==> src/rtl/op_decoder.sv <==
// Host-to-device packet decoder: deserialises 40-bit MSB-first packets and turns
// the op byte into registered command pulses and held state registers.
//
// state   | meaning
// IDLE    | waiting for in_frame_start; stray bits ignored
// SHIFT   | collecting packet bits into the shift register
// DECODE  | one cycle: full packet present, decode op byte
// DISCARD | overlong packet seen; ignore bits until next start
module op_decoder #(
  parameter int          FRAME_BITS      = 40,
  parameter logic [7:0]  OP_AUDIO_SAMPLE = 8'h07,
  parameter logic [7:0]  OP_AUDIO_CTRL   = 8'hC7,
  parameter logic [7:0]  OP_KBD          = 8'hC5
) (
  input  logic        clk,
  input  logic        n_reset,
  input  logic        in_frame_start,
  input  logic        in_bit,
  input  logic        in_bit_valid,
  output logic [31:0] audio_sample,
  output logic        audio_sample_valid,
  output logic        audio_enabled,
  output logic [7:0]  audio_mode,
  output logic        kbd_query,
  output logic [1:0]  led_state,
  output logic        power_request,
  output logic        unknown_op,
  output logic        frame_error
);

  localparam int CW = $clog2(FRAME_BITS + 1);
  localparam logic [CW-1:0] LAST_BIT = CW'(FRAME_BITS - 1);

  typedef enum logic [1:0] {IDLE, SHIFT, DECODE, DISCARD} state_t;

  state_t                 state_q, state_nxt;
  logic [CW-1:0]          cnt_q, cnt_nxt;
  logic [FRAME_BITS-1:0]  shift_q, shift_nxt;

  logic [31:0] sample_nxt;
  logic [7:0]  mode_nxt;
  logic        enabled_nxt;
  logic [1:0]  led_nxt;
  logic        sample_valid_nxt, kbd_query_nxt, power_nxt, unknown_nxt, ferr_nxt;
  logic        begin_frame, take_bit;
  logic [7:0]  op_byte, sub_op;

  assign op_byte = shift_q[FRAME_BITS-1 -: 8];
  assign sub_op  = shift_q[FRAME_BITS-9 -: 8];

  always_comb begin
    state_nxt        = state_q;
    cnt_nxt          = cnt_q;
    shift_nxt        = shift_q;
    sample_nxt       = audio_sample;
    mode_nxt         = audio_mode;
    enabled_nxt      = audio_enabled;
    led_nxt          = led_state;
    sample_valid_nxt = 1'b0;
    kbd_query_nxt    = 1'b0;
    power_nxt        = 1'b0;
    unknown_nxt      = 1'b0;
    ferr_nxt         = 1'b0;
    begin_frame      = 1'b0;
    take_bit         = 1'b0;

    case (state_q)
      IDLE: begin
        begin_frame = in_frame_start;
      end
      SHIFT: begin
        if (in_frame_start) begin
          begin_frame = 1'b1;
          ferr_nxt    = 1'b1;
        end else if (in_bit_valid) begin
          take_bit = 1'b1;
          if (cnt_q == LAST_BIT) state_nxt = DECODE;
        end
      end
      DECODE: begin
        state_nxt = IDLE;
        case (op_byte)
          OP_AUDIO_SAMPLE: begin
            sample_nxt       = shift_q[31:0];
            sample_valid_nxt = 1'b1;
          end
          OP_AUDIO_CTRL: begin
            mode_nxt    = sub_op;
            enabled_nxt = (sub_op != 8'h00);
          end
          OP_KBD: begin
            case (sub_op)
              8'hEF:   kbd_query_nxt = 1'b1;
              8'h00:   led_nxt       = shift_q[17:16];
              8'hC0:   power_nxt     = 1'b1;
              default: unknown_nxt   = 1'b1;
            endcase
          end
          default: unknown_nxt = 1'b1;
        endcase
        // A bit right after the 40th is an overlong frame; the decoded result still goes out.
        if (in_frame_start) begin
          begin_frame = 1'b1;
        end else if (in_bit_valid) begin
          ferr_nxt  = 1'b1;
          state_nxt = DISCARD;
        end
      end
      DISCARD: begin
        begin_frame = in_frame_start;
      end
    endcase

    // Start wins over a coincident bit strobe: that bit becomes bit 39 of the new frame.
    if (begin_frame) begin
      state_nxt = SHIFT;
      cnt_nxt   = '0;
      take_bit  = in_bit_valid;
    end
    if (take_bit) begin
      shift_nxt = {shift_q[FRAME_BITS-2:0], in_bit};
      cnt_nxt   = begin_frame ? CW'(1) : cnt_q + CW'(1);
    end
  end

  always_ff @(posedge clk or negedge n_reset) begin
    if (!n_reset) begin
      state_q            <= IDLE;
      cnt_q              <= '0;
      shift_q            <= '0;
      audio_sample       <= '0;
      audio_sample_valid <= 1'b0;
      audio_enabled      <= 1'b0;
      audio_mode         <= '0;
      kbd_query          <= 1'b0;
      led_state          <= '0;
      power_request      <= 1'b0;
      unknown_op         <= 1'b0;
      frame_error        <= 1'b0;
    end else begin
      state_q            <= state_nxt;
      cnt_q              <= cnt_nxt;
      shift_q            <= shift_nxt;
      audio_sample       <= sample_nxt;
      audio_sample_valid <= sample_valid_nxt;
      audio_enabled      <= enabled_nxt;
      audio_mode         <= mode_nxt;
      kbd_query          <= kbd_query_nxt;
      led_state          <= led_nxt;
      power_request      <= power_nxt;
      unknown_op         <= unknown_nxt;
      frame_error        <= ferr_nxt;
    end
  end

endmodule

==> config.mk <==
export PLATFORM = sky130hd
export DESIGN_NAME = op_decoder
export DESIGN_NICKNAME = d
export VERILOG_FILES = /design/src/rtl/op_decoder.sv
export SDC_FILE = /design/constraint.sdc
export NUM_CORES = 1
export LEC_CHECK = 0
export CAP_MARGIN = 15
export CORE_AREA = 2 2 87 89
export CTS_BUF_LIST = sky130_fd_sc_hd__clkbuf_4 sky130_fd_sc_hd__clkbuf_8
export DETAILED_ROUTE_END_ITERATION = 8
export DIE_AREA = 0 0 89 91
export HOLD_SLACK_MARGIN = 0.15
export PLACE_DENSITY = 0.78
export REMOVE_ABC_BUFFERS = 1
export SETUP_SLACK_MARGIN = 0.2
export SYNTH_ARGS = -nofsm -noshare
export SYNTH_HDL_FRONTEND = slang
export SYNTH_SLANG_ARGS = --single-unit
==> constraint.sdc <==
create_clock -name clk -period 2 [get_ports clk]
set_input_delay 0.3 -clock clk [delete_from_list [all_inputs] [get_ports clk]]
set_output_delay 0.3 -clock clk [all_outputs]
set_load 0.03 [all_outputs]
# After elaboration in Yosys (flattened, before gate mapping)
# Cells that the tools add are included.
[totals]
output_inout_bits = 48
word_cells = 66
reg_bits = 96
[classes]
addsub = 1
eq_ne = 12
n_reduce_logical = 13
mux = 28
[ops]
columns = ["operator", "count"]
rows = [
  ["$eq 8x8->1 const B", 4],
  ["$mux 6", 3],
  ["$mux 1", 15],
  ["$mux 2", 6],
  ["$ne 3x3->1 const B", 3],
  ["$eq 8x3->1 const B", 1],
  ["$logic_not 8->1", 1],
  ["$reduce_bool 8->1", 1],
  ["$add 6x1->6 const B", 1],
  ["$eq 6x6->1 const B", 1],
  ["$pmux 1 s2", 3],
  ["$reduce_or 2->1", 3],
  ["$eq 2x2->1 const B", 2],
  ["$pmux 2 s2", 1],
  ["$reduce_and 2->1", 2],
  ["$reduce_and 4->1", 1],
  ["$reduce_and 3->1", 1],
  ["$reduce_bool 3->1", 1],
  ["$reduce_or 3->1", 1],
  ["$eq 2x1->1 const B", 1],
  ["$logic_not 2->1", 1],
  ["$reduce_bool 2->1", 1],
]

# Logic depth before layout (Yosys ltp)
# Gate-level depths: netlist of the first run.
[depth]
word_depth = 6
depth_mapped = 7

# Least setup slack after synthesis of the first run
# OpenSTA, ideal clock, no wires.
[synth_path]
path_kind = "flip-flop to flip-flop"
start = "register state_q[0]"
end = "register audio_sample[0]"
path_slack_ns = 0.334
period_less_slack_ns = 1.666
setup_time_ns = 0.125
t_arrival_ns = 1.541
n_path_buf = 1
required_ns = 1.875
path_stages_with_launch = 7
path_cell_list = "dfrtp_1 inv_1 ha_1 nand4_2 nor3_4 buf_6 mux2_2"
[synth_between]
elab_chain_cells = 2
[synth_rtl]
columns = ["element", "line_no", "source"]
rows = [
  ["from (decl)", "36", "state_t state_q, state_nxt;"],
  ["from (signal assigned)", "141", "state_q <= state_nxt;"],
  ["$eq 2x2->1", "67", "case (state_q)"],
  ["$reduce_and 2->1 (no source line)", "--", ""],
  ["to (signal assigned)", "144", "audio_sample <= sample_nxt;"],
  ["to (decl)", "20", "output logic [31:0] audio_sample,"],
]
# No other way between the ends.
# A chain may end at the register's enable or synchronous reset.

# Final worst setup path of the first run
[layout_path]
start = "register audio_sample[17]"
end = "output audio_sample[17]"
# No word-level cell between the ends.

==> results of run 1 <==
timing repair:
item,CTS,global route
endpoints found under the setup margin,0,32
hold buffers,1,0
hold endpoints to repair,31,0
cell type report:
class	count	area [µm²]	area share [%]
Sequential cell	96	2400	50.9
Clock buffer	10	131	2.78
Clock inverter	6	67.6	1.43
Inverter	4	15.0	0.318
Timing Repair Buffer	61	626	13.2
Multi-Input combinational cell	149	1360	28.7
Tap cell	99	124	2.62
layer usage:
layer	part of all wire, %	wire length (µm)	track usage (%)	vias up
met5	0	0	0	-
met4	1.7	107	7.09	0
met3	3.7	234	5.00	10
met2	49	3110	27.9	39
met1	46	2950	23.8	1149
li1	-	-	-	1037
sequential cells by signal (all words and copies together) (netlist names):
name	flops
audio_enabled	1
audio_mode	8
audio_sample	32
audio_sample_valid	1
cnt_q	6
frame_error	1
kbd_query	1
led_state	2
power_request	1
shift_q	40
state_q	2
unknown_op	1
cell usage in the layout, fill, tap and decap left out, types with 4 or more instances in the layout:
cell type        Yosys  final
a21oi_1              6      6
buf_4                0      6
clkbuf_8             0      9
clkdlybuf4s50_1      0     51
dfrtp_1             96     96
inv_1                4      4
mux2_1               6      6
mux2_2              77     77
nand2_1              7      7
nand3_1              4      4
nor2_1              14     14
cell families after synthesis:
logic type / Yosys count / synth area share (%)
compound gates: 13 / 2.02
xor+xnor: 5 / 1.14
fa+ha+maj: 3 / 0.979
buf+inv: 15 / 2.19
flops: 96 / 62.6
mux: 83 / 24.4
simple gates: 45 / 6.66
worst max path at each step:
stage	slack (ns)	end	startpoint
CTS	0.26	led_state[1]	led_state[1]
global placement	0.27	state_q[1]	in_bit_valid
finish	0.27	audio_sample[17]	audio_sample[17]
global route	0.15	audio_sample[13]	shift_q[35]
floorplan	-0.35	shift_q[0]	state_q[0]
detailed placement	0.18	state_q[1]	in_bit_valid
power by group:
part	switching, mW	internal, mW	total, mW
combinational	0.179	0.268	0.447
sequential	0.239	2.20	2.44
clock	0.661	0.599	1.26
==> results.toml, run 1 <==
[outcome]
outcome = "finished clean"

[sta]
final_period_minus_worst_setup_slack_ns = 1.73
timing.final.crit_share_pct = 86.6
max-slew-margin-rel_pct = 72.1
setup-violations-final = 0
max_freq_ghz = 0.577
worst_clock_skew_ns = 0.00936
hold_viol_final = 0
post-route-worst-setup-slack_ns = 0.267
slew_violations = 0
worst_hold_slack_ns = 0.428
setup_tns_ns = 0
tightestPinTransition_ns = 0.418
grt_setup_unrepaired = "yes"

[power_and_ir_drop]
cellPowerDensity_nw_per_um2 = 878
peak_supply_drop_uv = 451
power.leakage_nw = 2.20
finalPower_mw = 4.15

[setup_path]
worstSetupStartpointType = "flip-flop"
worst_reg2reg_endpoint = "audio_sample[7]"
critPathRequiredTime_ns = 1.70
setup_slack_of_the_worst_register_to_register_path_ns = 0.28
r2r_cells = 5
critical_path_type = "reg -> out"
critPathSlowestCell = "clkdlybuf4s50_1"
worst-path-stages = 1
crit_path_cell_trace = "clkdlybuf4s50_1"
critical_path_peak_fanout = 2
rr_startpoint = "shift_q[35]"
critical_path_arrival_ns = 1.43
slowest_delay_ns = 0.69
critical_path.top_delay_family = "buffers and inverters"
path_buf_inv = 1
worstSetupEndpointType = "primary output"

[place]
pre_cts_slack_ns = 0.176
gpl.final_weighted_congestion = 0.806
numPlacedInstances = 408
io_buf_count = 52
dp_hpwl_um = 4220
detailed_place.area_um2 = 4510

[clock_network]
tritoncts_clock_tree = "done"
root_buffer = "clkbuf_8"
cts-resized-gates = 0
worst_skew_pair.late_latency_ns = 0.36
post-cts-setup-buffer-count = 0
tritoncts.num_buffers = 9
clk_path_buf_depth = 2
cts_sinks = 96
worst_setup_hold_path_clk_slew_ns = 0.09
cts_htree_levels = 3

[detailed_routing]
detail_route.first_pass.iterations = 4
detail-route-antenna-nets = 0
post_drt_wl_per_cell_um = 15.0
routed_wirelength_um = 6400
vias_per_cell = 5.26
number_of_violations_reported_at_the_end_of_detailed_routing_iteration_0 = 64
detailroute.via_count = 2235
drt_drc_violations_left = 0

[logic_synthesis]
ys_dominant_reg_cell = "dfrtp_1"
post_synth.cell_area_avg_um2 = 14.7
synth_top_area_share_pct = 62.6
synthesis.area_um2 = 3830
synth_top_cell_by_area = "dfrtp_1"
synth_cell_types = 34
ys_async_sr_fraction_pct = 100
synth.ff_latch_count = 96
synth-edff-count = 0
post_synth_most_frequent_cells = "dfrtp_1 (96), mux2_2 (77), nor2_1 (14), nand2_1 (7)"
yosysMostFrequentCell = "dfrtp_1"
synth_sequential_area_ratio_pct = 62.6
ys.warnings.count = 0
synth_cells = 260
ys_top_cells_by_area = "dfrtp_1 (63%), mux2_2 (23%), mux2_1 (1.8%), nor2_1 (1.4%), ha_1 (0.98%)"

[floorplanning]
floorplan.die.width_um = 89
core-area_um2 = 7140
pin_count = 53
floorplan.initialDensity_pct = 53.7
dieHeight_um = 91
placementRows = 31
die_area_um2 = 8100

[global_route]
grt_first_pass_wirelength_um = 11200
grt_use_total_pct = 17.9
antenna_found_initial = 0
grt_max_degree = 50
grt_pass1_vias = 2380
globalRoute.totalOverflow = 0

[finish]
drive_gt1_share_pct = 33.1
fill_cells = 551
layout.core_utilization_pct = 66.2
area_growth_pct = 23.1
num-nets-final = 329
stdcell_count = 425
num_antenna_cells = 0
layout.cell_area.non_filler_um2 = 4720

[worst_hold_path]
holdCritPathClass = "in -> async"

[flow_run]
max_cap_violations = 0
No activity file was read; power rests on OpenSTA's default activity.
==> run 2, diff against run 1 <==
- CORE_AREA: 2 2 87 89 -> 2 2 92 85
- DIE_AREA: 0 0 89 91 -> 0 0 94 87
- PLACE_DENSITY: 0.78 -> 0.77
==> run 2 against run 1 <==
Against the previous run:
- largest power group unchanged
- critical path depth increased by 4
- design area is 0.48% lower
- highest routed layer unchanged
- combinational power shrank 0.9%
- routed wire length is 3.7% higher
- clock-buffer cell count rose by 2
- non-clock buffer count increased by 2
- via count is 0.89% lower
- sequential power is essentially flat
- sequential share of layout area up 0.24 points
==> results.toml, run 2 (same netlist as run 1, synthesis figures left out) <==
[setup_path]
worst_reg2reg_endpoint = "audio_sample[10]"
rr_startpoint = "shift_q[35]"
setup_slack_of_the_worst_register_to_register_path_ns = 0.27
worstSetupEndpointType = "flip-flop"
worstSetupStartpointType = "flip-flop"
critical_path_type = "reg -> reg"
critical_path_arrival_ns = 1.97
slowest_delay_ns = 0.43
crit_path_cell_trace = "nor3b_2, nand4_2, nor3_4, buf_12, mux2_2"
critPathSlowestCell = "dfrtp_1"
critical_path_peak_fanout = 19
r2r_cells = 5
critPathRequiredTime_ns = 2.24

[finish]
stdcell_count = 423
largest_register = "shift_q"
num-nets-final = 331
layout.cell_area.non_filler_um2 = 4700
largest_register_ff_count = 40
reg_top3 = "shift_q: 40 flops, audio_sample: 32 flops, audio_mode: 8 flops"
num_antenna_cells = 0
area_growth_pct = 22.5
mostFrequentLayoutCells = "dfrtp_1 (96), mux2_2 (77), clkdlybuf4s50_1 (51)"
final_common_cell = "dfrtp_1"
layout.core_utilization_pct = 64.2
drive_gt1_share_pct = 33.6

[floorplanning]
floorplan.initialDensity_pct = 52.4
core-area_um2 = 7320
pin_count = 53
die_area_um2 = 8180
dieHeight_um = 87
floorplan.die.width_um = 94
placementRows = 30

[power_and_ir_drop]
p_switching_mw = 1.03
peak_supply_drop_uv = 532
power.leakage_nw = 2.21
power.internal_mw = 2.97
cellPowerDensity_nw_per_um2 = 852
share_seq_of_total_power_pct = 60.7
clock_power_share_pct = 28.2
comb_power_share_pct = 11.1
sw_frac_of_total_pct = 25.8

[global_route]
grt_use_total_pct = 18.2
grt_first_pass_wirelength_um = 11300
grt_pass1_vias = 2287
grt_max_degree = 45
globalRoute.totalOverflow = 0
antenna_found_initial = 0

[detailed_routing]
vias_per_cell = 5.24
detail-route-antenna-nets = 0
detailroute.via_count = 2215
routed_wirelength_um = 6630
drt_drc_violations_left = 0
detail_route.first_pass.iterations = 4
number_of_violations_reported_at_the_end_of_detailed_routing_iteration_0 = 99
post_drt_wl_per_cell_um = 15.7

[sta]
grt_setup_unrepaired = "yes"
max_freq_ghz = 0.577
slew_violations = 0
tightestPinTransition_ns = 0.513
worst_clock_skew_ns = 0.00911
final_period_minus_worst_setup_slack_ns = 1.73
hold_viol_final = 0
setup-violations-final = 0
max-slew-margin-rel_pct = 65.8
timing.final.crit_share_pct = 86.7

[clock_network]
tritoncts_clock_tree = "done"
root_buffer = "clkbuf_8"
cts_sinks = 96
worst_setup_hold_path_clk_slew_ns = 0.09
tritoncts.num_buffers = 9
clk_path_buf_depth = 2
worst_skew_pair.late_latency_ns = 0.35
cts_htree_levels = 3

[place]
gpl.final_weighted_congestion = 0.801
dp_hpwl_um = 4320
io_buf_count = 52
numPlacedInstances = 407
detailed_place.area_um2 = 4510

[worst_hold_path]
holdCritPathClass = "in -> async"

[flow_run]
max_cap_violations = 0

[outcome]
outcome = "finished clean"
run 2: worst max-delay path, delay by kind of cell, from the launching register on:
family,cells,cell delay [ns]
simple gates,3,0.62
buf+inv,1,0.21
mux,1,0.36
flops,1,0.43
run 2: worst max-delay path by stage:
| stage | cells past startpoint | slack [ns] | from | end |
|---|---|---|---|---|
| 6_report | 5 | 0.27 | shift_q[35] | audio_sample[10] |
| 4_1_cts | 5 | 0.23 | shift_q[35] | audio_sample[1] |
| 2_1_floorplan | 3 | -0.35 | state_q[0] | shift_q[0] |
| 3_3_place_gp | 4 | 0.27 | in_frame_start | shift_q[36] |
| 5_1_grt | 5 | 0.18 | shift_q[35] | audio_sample[1] |
| 3_5_place_dp | 6 | 0.23 | in_bit_valid | state_q[1] |
run 2: power by group through the flow:
stage / registers [mW] / logic, mW / clock network [mW]
after floorplan: 2.38 / 0.341 / 0
after global placement: 2.46 / 0.432 / 0
after detailed placement: 2.47 / 0.448 / 0
after CTS: 2.43 / 0.449 / 1.16
after global routing: 2.48 / 0.493 / 1.25
final: 2.43 / 0.443 / 1.13
run 2: layer usage:
metal  global-route usage, %  wire length (µm)  vias to the layer above
met5                       0                 0                        -
met4                    7.51                85                        0
met3                    4.94               349                        8
met2                    27.1              3070                       54
met1                    25.4              3120                     1106
li1                        -                 -                     1047
run 2: final cells by class:
class | instances | area (µm²)
clock inverter | 3 | 18.8
sequential | 96 | 2400
clock buffer | 12 | 153
timing repair buffer | 63 | 632
fill | 572 | 2620
multi-input combinational | 149 | 1360
inverter | 4 | 15.0
tap | 96 | 120
run 2: timing repair:
item,in CTS,in global routing
setup endpoints to repair,0,14
endpoints found under the hold margin,36,0
gates resized for setup,0,2
setup buffers,0,0
hold buffers,1,0
run 2: stage by stage:
| stage | total power, mW | setup WS (ns) | hold slack [ns] | setup TNS (ns) |
|---|---|---|---|---|
| after floorplan | 2.72 | -0.352 | 0.00441 | -19.40 |
| after global placement | 2.89 | 0.273 | 0.312 | 0 |
| after detailed placement | 2.92 | 0.232 | 0.309 | 0 |
| after CTS | 4.04 | 0.235 | 0.463 | 0 |
| after global routing | 4.22 | 0.179 | 0.494 | 0 |
| final | 4.01 | 0.267 | 0.460 | 0 |
